===== src/rtl/block_mem_arbiter_if.sv =====
// Bus bundle between the two cache refill ports, the arbiter and data_mem.
// The slave modport is the arbiter's view. The master modport is the view
// of the requesters and the memory that sit around the arbiter.
interface block_mem_arbiter_if #(
  parameter int ADDRESS_WIDTH = 32,
  parameter int BLOCK_WIDTH   = 128
);
  // icache refill port
  logic                     ic_req;
  logic [ADDRESS_WIDTH-1:0] ic_addr;
  logic [BLOCK_WIDTH-1:0]   ic_rdata;
  logic                     ic_ack;
  // dcache refill / writeback port
  logic                     dc_req;
  logic                     dc_we;
  logic [ADDRESS_WIDTH-1:0] dc_addr;
  logic [BLOCK_WIDTH-1:0]   dc_wdata;
  logic [BLOCK_WIDTH-1:0]   dc_rdata;
  logic                     dc_ack;
  // data_mem side
  logic                     mem_wr_en;
  logic [ADDRESS_WIDTH-1:0] mem_addr;
  logic [BLOCK_WIDTH-1:0]   mem_wdata;
  logic [BLOCK_WIDTH-1:0]   mem_rdata;
  // status
  logic                     busy;

  modport slave (
    input  ic_req, ic_addr, dc_req, dc_we, dc_addr, dc_wdata, mem_rdata,
    output ic_rdata, ic_ack, dc_rdata, dc_ack, mem_wr_en, mem_addr, mem_wdata, busy
  );

  modport master (
    output ic_req, ic_addr, dc_req, dc_we, dc_addr, dc_wdata, mem_rdata,
    input  ic_rdata, ic_ack, dc_rdata, dc_ack, mem_wr_en, mem_addr, mem_wdata, busy
  );
endinterface


===== src/rtl/block_mem_arbiter.sv =====
// Round-robin arbiter that shares the single block data memory between the
// icache refill port and the dcache refill/writeback port. The winning
// request is latched and held on the memory bus for MEM_LATENCY cycles. A
// read block is captured into the winner's rdata register on the last of
// those cycles. The winner then gets a one-cycle ack.
module block_mem_arbiter #(
  parameter int ADDRESS_WIDTH = 32,
  parameter int BLOCK_WIDTH   = 128,
  parameter int MEM_LATENCY   = 4
) (
  input  logic               clk,
  input  logic               rst,
  block_mem_arbiter_if.slave bus
);

  // The counter must hold MEM_LATENCY-1. Its width never drops below one bit.
  localparam int               CNT_W    = (MEM_LATENCY > 1) ? $clog2(MEM_LATENCY) : 1;
  localparam logic [CNT_W-1:0] CNT_LOAD = CNT_W'(MEM_LATENCY - 1);

  typedef enum logic [1:0] {
    ST_IDLE,
    ST_ACCESS,
    ST_DONE
  } state_e;

  typedef enum logic {
    OWN_IC,
    OWN_DC
  } owner_e;

  state_e                   state;
  state_e                   state_nxt;
  owner_e                   owner;
  owner_e                   last_grant;
  logic [CNT_W-1:0]         cnt;
  logic [ADDRESS_WIDTH-1:0] lat_addr;
  logic [BLOCK_WIDTH-1:0]   lat_wdata;
  logic                     lat_we;
  logic [BLOCK_WIDTH-1:0]   ic_rdata_q;
  logic [BLOCK_WIDTH-1:0]   dc_rdata_q;
  logic                     grant_any;
  logic                     grant_dc;
  logic                     final_cycle;

  // Request arbitration: on a tie, grant the port that did not win last time.
  always_comb begin
    // NOTE: every variable written here gets a value on every path, so no latch is inferred.
    grant_any = bus.ic_req | bus.dc_req;
    grant_dc  = bus.dc_req & (~bus.ic_req | (last_grant == OWN_IC));
  end

  assign final_cycle = (state == ST_ACCESS) && (cnt == '0);

  // State register.
  always_ff @(posedge clk or posedge rst) begin
    // NOTE: sequential state uses <= so that every flop samples values from before the edge.
    if (rst) state <= ST_IDLE;
    else     state <= state_nxt;
  end

  // Next-state logic: IDLE -> ACCESS -> DONE -> IDLE. No arbitration happens in DONE.
  always_comb begin
    state_nxt = state;
    case (state)
      ST_IDLE:   if (grant_any) state_nxt = ST_ACCESS;
      ST_ACCESS: if (cnt == '0) state_nxt = ST_DONE;
      ST_DONE:   state_nxt = ST_IDLE;
      default:   state_nxt = ST_IDLE;
    endcase
  end

  // Datapath: latch the winner at grant, count the access, capture read blocks.
  always_ff @(posedge clk or posedge rst) begin
    if (rst) begin
      owner      <= OWN_IC;
      last_grant <= OWN_IC;
      cnt        <= '0;
      lat_addr   <= '0;
      lat_wdata  <= '0;
      lat_we     <= 1'b0;
      ic_rdata_q <= '0;
      dc_rdata_q <= '0;
    end else begin
      if ((state == ST_IDLE) && grant_any) begin
        owner      <= grant_dc ? OWN_DC : OWN_IC;
        last_grant <= grant_dc ? OWN_DC : OWN_IC;
        lat_addr   <= grant_dc ? bus.dc_addr : bus.ic_addr;
        lat_we     <= grant_dc & bus.dc_we;
        cnt        <= CNT_LOAD;
        // The icache never writes, so the write latch keeps the last dcache block.
        if (grant_dc) lat_wdata <= bus.dc_wdata;
      end else if ((state == ST_ACCESS) && (cnt != '0)) begin
        cnt <= cnt - 1'b1;
      end

      // The memory read port is combinational. Sample it on the final access edge.
      if (final_cycle && !lat_we) begin
        if (owner == OWN_IC) ic_rdata_q <= bus.mem_rdata;
        else                 dc_rdata_q <= bus.mem_rdata;
      end
    end
  end

  // Outputs: write strobe on the final access cycle only, ack to the owner in DONE.
  always_comb begin
    bus.mem_wr_en = final_cycle & lat_we;
    bus.ic_ack    = (state == ST_DONE) && (owner == OWN_IC);
    bus.dc_ack    = (state == ST_DONE) && (owner == OWN_DC);
    bus.busy      = (state != ST_IDLE);
  end

  assign bus.mem_addr  = lat_addr;
  assign bus.mem_wdata = lat_wdata;
  assign bus.ic_rdata  = ic_rdata_q;
  assign bus.dc_rdata  = dc_rdata_q;

endmodule


===== src/flat_wrapper.sv =====
// flat-port wrapper written by rule: the top's interface ports become plain ports
module block_mem_arbiter_flat 
#(
  parameter int ADDRESS_WIDTH = 32,
  parameter int BLOCK_WIDTH   = 128,
  parameter int MEM_LATENCY   = 4
)
  (clk, rst, bus_ic_req, bus_ic_addr, bus_dc_req, bus_dc_we, bus_dc_addr, bus_dc_wdata, bus_mem_rdata, bus_ic_rdata, bus_ic_ack, bus_dc_rdata, bus_dc_ack, bus_mem_wr_en, bus_mem_addr, bus_mem_wdata, bus_busy);
  block_mem_arbiter_if #(.ADDRESS_WIDTH(ADDRESS_WIDTH), .BLOCK_WIDTH(BLOCK_WIDTH)) bus_i ();
  input  logic clk;
  input  logic rst;
  input wire logic [$bits(bus_i.ic_req)-1:0] bus_ic_req;
  input wire logic [$bits(bus_i.ic_addr)-1:0] bus_ic_addr;
  input wire logic [$bits(bus_i.dc_req)-1:0] bus_dc_req;
  input wire logic [$bits(bus_i.dc_we)-1:0] bus_dc_we;
  input wire logic [$bits(bus_i.dc_addr)-1:0] bus_dc_addr;
  input wire logic [$bits(bus_i.dc_wdata)-1:0] bus_dc_wdata;
  input wire logic [$bits(bus_i.mem_rdata)-1:0] bus_mem_rdata;
  output wire logic [$bits(bus_i.ic_rdata)-1:0] bus_ic_rdata;
  output wire logic [$bits(bus_i.ic_ack)-1:0] bus_ic_ack;
  output wire logic [$bits(bus_i.dc_rdata)-1:0] bus_dc_rdata;
  output wire logic [$bits(bus_i.dc_ack)-1:0] bus_dc_ack;
  output wire logic [$bits(bus_i.mem_wr_en)-1:0] bus_mem_wr_en;
  output wire logic [$bits(bus_i.mem_addr)-1:0] bus_mem_addr;
  output wire logic [$bits(bus_i.mem_wdata)-1:0] bus_mem_wdata;
  output wire logic [$bits(bus_i.busy)-1:0] bus_busy;
  assign bus_i.ic_req = bus_ic_req;
  assign bus_i.ic_addr = bus_ic_addr;
  assign bus_i.dc_req = bus_dc_req;
  assign bus_i.dc_we = bus_dc_we;
  assign bus_i.dc_addr = bus_dc_addr;
  assign bus_i.dc_wdata = bus_dc_wdata;
  assign bus_i.mem_rdata = bus_mem_rdata;
  assign bus_ic_rdata = bus_i.ic_rdata;
  assign bus_ic_ack = bus_i.ic_ack;
  assign bus_dc_rdata = bus_i.dc_rdata;
  assign bus_dc_ack = bus_i.dc_ack;
  assign bus_mem_wr_en = bus_i.mem_wr_en;
  assign bus_mem_addr = bus_i.mem_addr;
  assign bus_mem_wdata = bus_i.mem_wdata;
  assign bus_busy = bus_i.busy;
  block_mem_arbiter #(.ADDRESS_WIDTH(ADDRESS_WIDTH), .BLOCK_WIDTH(BLOCK_WIDTH), .MEM_LATENCY(MEM_LATENCY)) u_core (.clk(clk), .rst(rst), .bus(bus_i));
endmodule

===== config.mk =====
export PLATFORM = sky130hd
export DESIGN_NAME = block_mem_arbiter_flat
export DESIGN_NICKNAME = d
export VERILOG_FILES = /design/src/rtl/block_mem_arbiter_if.sv /design/src/rtl/block_mem_arbiter.sv /design/src/flat_wrapper.sv
export SDC_FILE = /design/constraint.sdc
export NUM_CORES = 1
export LEC_CHECK = 0
export BUFFER_PORTS_ARGS = -buffer_cell sky130_fd_sc_hd__clkbuf_2
export CAP_MARGIN = 0
export CORE_AREA = 2 2 293 295
export DETAILED_ROUTE_END_ITERATION = 8
export DIE_AREA = 0 0 295 297
export GPL_TIMING_DRIVEN = 0
export SLEW_MARGIN = 15
export SYNTH_ARGS = -nofsm -noshare
export SYNTH_HDL_FRONTEND = slang
export SYNTH_SLANG_ARGS = --single-unit

===== constraint.sdc =====
create_clock -name clk -period 20.5 [get_ports clk]
set_input_delay 6.15 -clock clk [delete_from_list [all_inputs] [get_ports clk]]
set_output_delay 6.15 -clock clk [all_outputs]
set_load 0.03 [all_outputs]

# After elaboration in Yosys (flattened, before gate mapping)
# Cells that the tools add are included.
word_totals:
  output_inout_bits: 420
  word_cells: 43
  inputBits: 325
  regBits: 422
op_classes:
  addsub: 1
  n_bitwise: 7
  n_mux: 7
  eq_ne: 4
  reduce_logical: 16
op_table:
  columns: ["cell", "count"]
  rows:
  - ["$mux W32", 1]
  - ["$mux W2", 4]
  - ["$reduce_and A2 Y1", 4]
  - ["$logic_and A1 B1 Y1", 6]
  - ["$reduce_bool A2 Y1", 3]
  - ["$logic_not A2 Y1", 2]
  - ["$ne A2 B1 Y1 const B", 2]
  - ["$pmux W2 S2", 1]
  - ["$and A1 B1 Y1", 3]
  - ["$eq A2 B1 Y1 const B", 1]
  - ["$eq A2 B2 Y1 const B", 1]
  - ["$not A1 Y1", 2]
  - ["$or A1 B1 Y1", 2]
  - ["$sub A2 B1 Y2 const B", 1]
  - ["$logic_not A1 Y1", 1]
  - ["$mux W1", 1]

# Logic depth before layout (Yosys ltp)
# Gate-level depths: netlist (run 1).
depth:
  ltp_word: 4
  depth_mapped: 7

# Worst setup path after synthesis (run 1)
# OpenSTA, ideal clock, no wires.
synth_path:
  kind: "input to register"
  start: "input bus_dc_req"
  end: "register u_core.lat_wdata[10] (netlist: u_core.bus.mem_wdata[10])"
  slack_ns: 13.139
  n_path_buf: 3
  stages: 6
  arrival_ns: 7.234
  cell_sequence: "a21bo_1 > buf_4 > nor2_2 > buf_4 > buf_4 > mux2_1"
synth_via:
  elab_chain_len: 3
  elab_cells_between_ends: 4
  cone_classes: "2 x bitwise; 2 x reduce/logical"
synth_lines:
  columns: ["item", "line_no", "rtl"]
  rows:
  - ["start: declaration", "flat_wrapper.sv:14", "input wire logic [$bits(bus_i.dc_req)-1:0] bus_dc_req;"]
  - ["$or A1 B1 Y1", "block_mem_arbiter.sv:48", "grant_any = bus.ic_req | bus.dc_req;"]
  - ["$logic_and A1 B1 Y1", "block_mem_arbiter.sv:84", "if ((state == ST_IDLE) && grant_any) begin"]
  - ["$reduce_and A2 Y1 (no source line) *", null, null]
  - ["end signal: assignment", "block_mem_arbiter.sv:91", "if (grant_dc) lat_wdata <= bus.dc_wdata;"]
  - ["end: declaration", "block_mem_arbiter.sv:37", "logic [BLOCK_WIDTH-1:0] lat_wdata;"]
# Mark *: on every way between the ends. The rest lies on a longest branch, timed or not.
# A chain may end at the register's enable or synchronous reset.

# Worst setup path in the final report (run 1)
layout_path:
  start: "register u_core.cnt[0]"
  end: "output bus_mem_wr_en"
layout_via:
  elab_chain_len: 3
layout_lines:
  columns: ["item", "line_no", "rtl"]
  rows:
  - ["start: declaration", "block_mem_arbiter.sv:35", "logic [CNT_W-1:0] cnt;"]
  - ["start signal: assignment", "block_mem_arbiter.sv:93", "cnt <= cnt - 1'b1;"]
  - ["$logic_not A2 Y1", "block_mem_arbiter.sv:52", "assign final_cycle = (state == ST_ACCESS) && (cnt == '0);"]
  - ["$logic_and A1 B1 Y1", "block_mem_arbiter.sv:52", null]
  - ["$and A1 B1 Y1", "block_mem_arbiter.sv:106", "bus.mem_wr_en = final_cycle & lat_we;"]
  - ["end: declaration", "flat_wrapper.sv:23", "output wire logic [$bits(bus_i.mem_wr_en)-1:0] bus_mem_wr_en;"]
# Every way passes these cells.

==> flow_metrics.py, run 1 <==
metrics = {
    "run_status": {
        "status": "finished, final reports clean",
    },
    "route": {
        "drtIter0Drc": 335,
        "postRouteAntennaNets": 0,
        "via_per_inst": 3.76,
        "drc_errors": 0,
        "drtPass1Iterations": 4,
        "wl_um": 50100,
        "avgRoutedWirePerCell_um": 17.1,
        "via_count": 11005,
    },
    "setup_path": {
        "cp.required_ns": 14.35,
        "crit_chain": "inv_1, ha_1, and3b_2, and2_1, clkbuf_2",
        "crit_path_max_fanout": 4,
        "path_buf_inv": 2,
        "cp-end-kind": "output port",
        "critPathLaunchType": "flip-flop",
        "crit_type": "reg -> out",
        "slowest_delay_ns": 0.35,
        "cp.arrival_ns": 1.84,
        "slowest_stage": "dfrtp_1",
        "critPathTopFamily": "simple AND/OR/NAND/NOR gates",
        "reg2reg_slack_ns": 18.25,
    },
    "power_and_ir_drop": {
        "pwr-share-seq_pct": 33.6,
        "power_switching_share_pct": 43.5,
        "power_density_nw_per_um2": 190,
        "combPwrFrac_pct": 46.1,
        "p_int_mw": 2.49,
        "cellLeakagePower_nw": 11.2,
        "p_total_mw": 4.41,
        "ir_worst_vdd_v": 0.0000887,
        "clkPwrFrac_pct": 20.3,
        "p_switching_mw": 1.92,
    },
    "place": {
        "hpwl_um": 38900,
        "numPortBuffers": 744,
        "placed_cell_area_um2": 21500,
        "globalplace.congestion": 0.837,
    },
    "timing": {
        "fmax_mhz": 125,
        "rsz0062_at_grt": "false",
        "fin_skew_ns": 0.0187,
        "max_slew.worst_pin.slew_ns": 0.562,
        "setup_viol": 0,
        "hold_violations": 0,
        "finalMaxSlewViolations": 0,
        "slew-limit-headroom_pct": 62.5,
        "timing.final.crit_share_pct": 39.0,
        "fin_crit_ns": 7.99,
    },
    "yosys": {
        "synth_seq_cells": 422,
        "synth_nets": 1268,
        "synth_cell_types": 24,
        "syn_inst": 942,
        "ys_warn_count": 0,
        "syn_area_per_cell_um2": 17.2,
        "ys_seq_area_share_pct": 65.2,
        "synth.cell_area_um2": 16200,
    },
    "global_route": {
        "grt_pass1_wl_um": 73500,
        "antenna_found_initial": 3,
        "overflow": 0,
        "grt_use_total_pct": 11.0,
        "grt_max_degree": 105,
        "grt_pass1_vias": 11469,
    },
    "die": {
        "rows": 107,
        "die_y_um": 297,
        "boundaryPins": 745,
        "initial_core_util_pct": 19.2,
        "die_w_um": 295,
        "core_um2": 84500,
        "die_area_um2": 87600,
    },
    "cts": {
        "clkTransAtPathRegs_ns": 0.06,
        "cts.sinks": 422,
        "cts_hold_buf": 0,
        "clock_latency_ns": 0.58,
        "cts_tree": "built",
        "cts-root-buf": "clkbuf_16",
        "htree_levels": 2,
        "cts_inserted_buffers": 49,
        "cts_buffer_depth": 3,
        "post-cts-setup-buffer-count": 0,
        "ctsResizeCount": 0,
    },
    "final_layout": {
        "drive_above_1_share_pct": 67.9,
        "syn2layout_area_growth_pct": 42.9,
        "final_cell_mix": "clkbuf_2, dfrtp_1, mux2_2",
        "final_area_um2": 23200,
        "n_antenna_cell": 0,
        "num-fill-cells": 8725,
        "layout_commonest_cell": "clkbuf_2",
        "fin_util_pct": 27.4,
        "fin_nets": 2067,
    },
    "job": {
        "drv_cap": 0,
    },
    "min_path": {
        "hold_class": "reg -> reg",
    },
}
==> per-layer routing <==
layer / track usage, % / up-vias / routed length, µm
met3: 3.12 / 73 / 3640
met1: 13.0 / 5582 / 20400
met2: 18.9 / 391 / 24700
met5: 0 / - / 13
li1: - / 4957 / -
met4: 3.49 / 2 / 1340
==> worst paths after layout <==
kind                                     startpoint                        end  cells after the start
hold reg to reg            u_core.bus.mem_wdata[61]   u_core.bus.mem_wdata[61]                      1
hold / removal             u_core.bus.mem_wdata[61]   u_core.bus.mem_wdata[61]                      1
setup / recovery                      u_core.cnt[0]              bus_mem_wr_en                      5
min in group asynchronous                       rst  u_core.bus.mem_wdata[107]                      2
max in group asynchronous                       rst    u_core.bus.ic_rdata[25]                      4
setup reg to reg                  u_core.last_grant    u_core.bus.mem_wdata[1]                      6
==> layout make-up <==
| cell class | instances | area [µm²] | share of cell area (%) |
|---|---|---|---|
| timing repair buffer | 748 | 3830 | 16.6 |
| clock buffer | 71 | 1480 | 6.39 |
| tap | 1144 | 1430 | 6.18 |
| sequential | 422 | 10600 | 45.6 |
| clock inverter | 19 | 196 | 0.848 |
| buffer | 50 | 440 | 1.90 |
| multi-input combinational | 467 | 5200 | 22.4 |
| inverter | 3 | 18.8 | 0.0810 |
==> synth_stat cells <==
cell type  instances  share of area (%)
mux2_2           320                 22
or3b_2             1              0.054
a21o_1             1              0.046
o211ai_1           1              0.046
dfrtp_1          422                 65
and2_1             1              0.039
a22o_1             1              0.054
nor3b_1            1              0.046
nand2_1            3              0.069
nand3b_1           1              0.046
buf_2              6               0.19
and3b_2            2               0.12
a21bo_1            1              0.062
or2_4              1              0.054
buf_4             26                1.2
nor3b_2            1              0.077
xnor2_1            1              0.054
buf_6             13               0.90
clkbuf_8           5               0.42
o21bai_1           1              0.046
inv_1              3              0.069
nor2_2             1              0.039
mux2_1           128                8.9
ha_1               1              0.077
==> logic make-up (layout without fill, tap and decap cells) <==
family,count (synthesis),in the layout,share of synthesized area (%)
buf+inv,53,891,2.79
simple gates,12,12,0.548
mux,448,448,31.1
flops,422,422,65.2
xor+xnor,1,1,0.0540
fa+ha+maj,1,1,0.0772
compound gates,5,5,0.255
==> power by group through the flow <==
stage / clock, mW / combinational [mW] / sequential, mW
CTS: 0.928 / 2.06 / 1.48
detailed placement: 0 / 2.06 / 1.49
floorplan: 0 / 0.545 / 2.30
finish: 0.896 / 2.03 / 1.48
global route: 0.960 / 2.14 / 1.53
global placement: 0 / 2.04 / 1.48
==> registers in the layout (all words and copies together) (netlist names) <==
name and flops:
u_core.bus.dc_rdata 128, u_core.lat_we 1, u_core.last_grant 1, u_core.cnt 2
u_core.bus.ic_rdata 128, u_core.bus.mem_wdata 128, u_core.bus.mem_addr 32, u_core.state 2
==> per-stage QoR <==
stage          hold WS (ns)  setup TNS (ns)  setup slack, ns  instances
6_report              0.480               0            12.51       2924
5_1_grt               0.496               0            12.37       2924
4_1_cts               0.487               0            12.44       2924
3_5_place_dp          0.474               0            12.46       2834
3_3_place_gp          0.467        -1197.71            -3.01       2830
2_1_floorplan         0.477               0             2.60        942
No activity file was read; power rests on OpenSTA's default activity.
==> inputs of run 2 (changes only) <==
clock period = 7.9 ns   (was 20.5 ns; I/O delays follow)
==> run 2 against run 1 <==
  * Global-route usage up 0.17 points
  * Combinational power grew to 2.6 times the previous value
  * Critical path depth did not move
  * Clock power grew to 2.5 times the previous value
  * Clock-buffer cell count grew 4
  * Via count hardly changed
  * Routed wire length rose by 0.71%
  * Setup slack worse by 8.9 ns
  * Flip-flop and latch count is the same
  * Core utilization increased by 0.12 points
  * Cell area increased by 0.43%
  * Die area did not move
  * Largest cell class unchanged
==> flow_metrics.py, run 2 (synthesis results as in run 1) <==
metrics = {
    "run_status": {
        "status": "finished, final reports clean",
    },
    "timing": {
        "hold_violations": 0,
        "timing.final.crit_share_pct": 53.9,
        "fin_skew_ns": 0.0171,
        "max_slew.worst_pin.slew_ns": 0.669,
        "worst_slack_ns": 3.64,
        "fin_crit_ns": 4.26,
        "setup_viol": 0,
        "fin_tns_setup_ns": 0,
        "rsz0062_at_grt": "false",
        "slew-limit-headroom_pct": 55.3,
        "finalMaxSlewViolations": 0,
        "fmax_mhz": 235,
    },
    "die": {
        "die_area_um2": 87600,
        "initial_core_util_pct": 19.2,
        "boundaryPins": 745,
        "core_um2": 84500,
        "die_w_um": 295,
        "die_y_um": 297,
        "rows": 107,
    },
    "setup_path": {
        "crit_type": "reg -> out",
        "cp.required_ns": 5.53,
        "reg2regPathDepth": 7,
        "critPathLaunchType": "flip-flop",
        "slowest_delay_ns": 0.36,
        "cp.arrival_ns": 1.89,
        "crit_path_max_fanout": 4,
        "critPathTopFamily": "simple AND/OR/NAND/NOR gates",
        "path_buf_inv": 2,
        "crit_chain": "inv_1, ha_1, and3b_2, and2_1, clkbuf_2",
        "crit_cells": 5,
        "slowest_stage": "dfrtp_1",
        "cp-end-kind": "output port",
    },
    "global_route": {
        "grt_use_met3_pct": 2.88,
        "top_usage_layer": "met2",
        "grt_pass1_vias": 11522,
        "grt_pass1_wl_um": 74100,
        "use_met2_pct": 19.4,
        "antenna_found_initial": 3,
        "grt_max_degree": 36,
        "grtUsageMet1_pct": 13.4,
        "overflow": 0,
        "grt_use_total_pct": 11.1,
    },
    "cts": {
        "cts_tree": "built",
        "cts_buffer_depth": 3,
        "cts_hold_buf": 0,
        "cts_inserted_buffers": 49,
        "cts.sinks": 422,
        "cts-root-buf": "clkbuf_16",
        "clkTransAtPathRegs_ns": 0.06,
        "ctsResizeCount": 0,
        "clock_latency_ns": 0.59,
        "post-cts-setup-buffer-count": 0,
        "htree_levels": 2,
    },
    "power_and_ir_drop": {
        "power_density_nw_per_um2": 489,
        "cellLeakagePower_nw": 11.2,
        "p_total_mw": 11.4,
        "ir_worst_vdd_v": 0.000285,
    },
    "place": {
        "globalplace.congestion": 0.842,
        "placed_cell_area_um2": 21700,
        "numPortBuffers": 744,
        "dp.cells": 2844,
        "hpwl_um": 40100,
        "dp_slack_ns": 3.17,
    },
    "job": {
        "drv_cap": 0,
    },
    "final_layout": {
        "syn2layout_area_growth_pct": 43.5,
        "final_cell_mix": "clkbuf_2, dfrtp_1, mux2_2",
        "stdcell_count": 2931,
        "fin_nets": 2077,
        "final_area_um2": 23300,
        "drive_above_1_share_pct": 67.5,
        "layout_commonest_cell": "clkbuf_2",
    },
    "route": {
        "via_per_inst": 3.75,
        "postRouteAntennaNets": 0,
        "avgRoutedWirePerCell_um": 17.2,
        "wl_um": 50400,
        "via_count": 10995,
        "drtIter0Drc": 260,
        "drtPass1Iterations": 4,
        "drc_errors": 0,
    },
    "min_path": {
        "hold_class": "reg -> reg",
        "holdPathStages": 1,
    },
}
[run 2: cell count changes in the layout (fill, tap and decap cells not counted), sizes merged]
cell      previous run  this run
buf                 49        59
clkbuf             820       824
clkinv              15         3
clkinvlp             0         2
diode                0         1
inv                  4         6
[run 2: cell type report]
cell class | count | area [µm²]
inverter | 3 | 15.0
antenna | 1 | 2.50
clock buffer | 75 | 1430
timing repair buffer | 758 | 4020
tap | 1144 | 1430
multi-input combinational | 467 | 5200
clock inverter | 11 | 159
fill | 8723 | 61200
sequential | 422 | 10600
buffer | 50 | 440
[run 2: path summary, 6_finish.rpt]
check / from / to / slack [ns]
max: u_core.cnt[0] / bus_mem_wr_en / 3.64
min: u_core.bus.mem_wdata[20] / u_core.bus.mem_wdata[20] / 0.48
max reg2reg: u_core.cnt[0] / u_core.bus.dc_rdata[5] / 5.61
min reg2reg: u_core.bus.mem_wdata[20] / u_core.bus.mem_wdata[20] / 0.48
max in group asynchronous: rst / u_core.bus.ic_rdata[14] / 3.84
min in group asynchronous: rst / u_core.bus.dc_rdata[107] / 1.86
[run 2: metal layers]
layer | vias to the layer above | routed length (µm)
met5 | - | 0
met4 | 0 | 1260
met3 | 73 | 3560
met2 | 394 | 25200
met1 | 5561 | 20400
li1 | 4967 | -
[run 2: stage by stage]
step | hold WS [ns] | util (%)
floorplan | 0.477 | -
global placement | 0.468 | 25.3
detailed placement | 0.474 | 25.6
CTS | 0.486 | 27.5
global route | 0.492 | 27.5
finish | 0.480 | 27.5
[run 2: report_power, final]
part / internal [mW] / switching (mW)
Clock: 1.35 / 0.916
Sequential: 3.27 / 0.562
Combinational: 1.81 / 3.46
Total: 6.42 / 4.94
==> inputs of run 3 (changes only) <==
CORE_AREA = 2 2 292 294   (was 2 2 293 295)
DIE_AREA = 0 0 294 296   (was 0 0 295 297)
clock period = 3.8 ns   (was 7.9 ns; I/O delays follow)
==> run 3 against run 2 <==
  * Sequential power increased by 110%
  * Clock-buffer cell count fell by 2
  * Setup slack worse by 2.9 ns
  * Global-route usage shrank 0.13 points
  * Hold slack better by 0.0063 ns
  * Clock power grew 100%
  * Final cell count is 1.9% lower
  * Combinational power grew 110%
  * Cell area shrank 0.63%
==> flow_metrics.py, run 3 (synthesis results as in run 1) <==
metrics = {
    "setup_path": {
        "critPathTopFamily": "simple AND/OR/NAND/NOR gates",
        "cp.arrival_ns": 1.92,
        "slowest_delay_ns": 0.37,
        "crit_path_max_fanout": 4,
        "cp.required_ns": 2.66,
        "slowest_stage": "dfrtp_1",
        "crit_type": "reg -> out",
        "crit_chain": "inv_1, ha_1, and3b_2, and2_1, clkbuf_2",
        "worstSetupStartpoint": "u_core.cnt[0]",
        "r2r-start": "u_core.cnt[0]",
        "crit_cells": 5,
        "reg2regPathDepth": 7,
        "reg2reg_to": "u_core.bus.ic_rdata[119]",
        "path_buf_inv": 2,
        "cp-end-kind": "output port",
        "reg2reg_slack_ns": 1.57,
        "critPathLaunchType": "flip-flop",
    },
    "global_route": {
        "grt_pass1_wl_um": 73600,
        "grt_max_degree": 40,
        "top_usage_layer": "met2",
        "antenna_found_initial": 2,
        "grt_use_met3_pct": 2.94,
        "grt_use_total_pct": 11.0,
        "grt_pass1_vias": 12000,
        "overflow": 0,
        "grtUsageMet1_pct": 13.1,
        "use_met2_pct": 18.9,
    },
    "place": {
        "dp.cells": 2788,
        "globalplace.congestion": 0.943,
        "numPortBuffers": 744,
        "hpwl_um": 41400,
        "placed_cell_area_um2": 21500,
        "dp_slack_ns": 0.779,
    },
    "timing": {
        "fmax_mhz": 327,
        "fin_skew_ns": 0.00770,
        "worst_slack_ns": 0.742,
        "hold_violations": 0,
        "fin_crit_ns": 3.06,
        "finalMaxSlewViolations": 0,
        "slew-limit-headroom_pct": 49.4,
        "max_slew.worst_pin.slew_ns": 0.757,
        "setup_viol": 0,
        "rsz0062_at_grt": "false",
        "timing.final.crit_share_pct": 80.5,
    },
    "route": {
        "via_count": 11150,
        "drc_errors": 0,
        "wl_um": 51200,
        "postRouteAntennaNets": 0,
        "avgRoutedWirePerCell_um": 17.8,
        "drtPass1Iterations": 4,
        "via_per_inst": 3.88,
        "drtIter0Drc": 314,
    },
    "min_path": {
        "hold_end": "u_core.bus.mem_wdata[41]",
        "holdPathStages": 1,
        "hold_start": "u_core.bus.mem_wdata[41]",
        "hold_class": "reg -> reg",
    },
    "final_layout": {
        "fin_nets": 2073,
        "final_cell_mix": "clkbuf_2, dfrtp_1, mux2_2",
        "final_area_um2": 23100,
        "num-fill-cells": 8647,
        "syn2layout_area_growth_pct": 42.6,
        "drive_above_1_share_pct": 67.5,
        "n_antenna_cell": 0,
        "layout_commonest_cell": "clkbuf_2",
        "stdcell_count": 2874,
    },
    "cts": {
        "cts_hold_buf": 0,
        "cts_inserted_buffers": 47,
        "cts.sinks": 422,
        "cts_buffer_depth": 3,
        "cts_tree": "built",
        "post-cts-setup-buffer-count": 0,
        "htree_levels": 2,
        "cts-root-buf": "clkbuf_16",
        "ctsResizeCount": 0,
        "clock_latency_ns": 0.57,
        "clkTransAtPathRegs_ns": 0.06,
    },
    "die": {
        "boundaryPins": 745,
        "core_um2": 84200,
        "rows": 107,
        "die_y_um": 296,
        "initial_core_util_pct": 19.2,
        "die_w_um": 294,
        "die_area_um2": 87000,
    },
    "job": {
        "drv_cap": 0,
    },
    "power_and_ir_drop": {
        "ir_worst_vdd_v": 0.000469,
        "cellLeakagePower_nw": 11.2,
        "p_total_mw": 23.6,
        "power_density_nw_per_um2": 1020,
    },
    "run_status": {
        "status": "finished, final reports clean",
    },
}
==> run 3: changes by cell type in the layout (fill, tap and decap cells not counted) <==
cell / delta
buf_16: -2
diode_2: -1
inv_16: -1
clkbuf_1: -1
clkinv_2: +2
clkinv_8: +1
clkbuf_16: -1
clkinv_4: +1
inv_6: -1
==> run 3: power by group <==
part           internal [mW]  total [mW]  switching [mW]
logic                   3.75        11.0            7.21
registers               6.80        8.08            1.28
clock network           2.75        4.60            1.86
total                   13.3        23.6            10.3
==> run 3: final cells by class <==
cell class / count / area (µm²) / share of cell area [%]
plain buffers: 50 / 440 / 1.91
clock buffers: 73 / 1410 / 6.08
clock inverters: 13 / 165 / 0.715
inverters: 3 / 15.0 / 0.0650
multi-input cells: 467 / 5200 / 22.5
flip-flops and latches: 422 / 10600 / 45.7
well taps: 1090 / 1360 / 5.90
repair buffers: 756 / 3960 / 17.2
==> run 3: worst max-delay path by stage <==
| stage | endpoint | slack [ns] |
|---|---|---|
| CTS | bus_mem_wr_en | 0.57 |
| global placement | u_core.bus.mem_wdata[87] | -5.11 |
| detailed placement | u_core.bus.mem_wdata[88] | 0.78 |
| finish | bus_mem_wr_en | 0.74 |
| floorplan | u_core.bus.dc_rdata[0] | -3.03 |
| global route | bus_mem_wr_en | 0.53 |
==> run 3: stage by stage <==
step	TNS [ns]	hold slack, ns	util, %
global placement	-2124.08	0.468	25.3
finish	0	0.486	27.4
floorplan	-1280.13	0.477	-
CTS	0	0.487	27.4
detailed placement	0	0.474	25.6
global route	0	0.497	27.4
==> run 3: routing by layer <==
layer | share of wire (%) | up-vias
met5 | 0 | -
met4 | 3.2 | 0
met3 | 8.0 | 101
met2 | 50 | 464
met1 | 39 | 5644
li1 | - | 4941
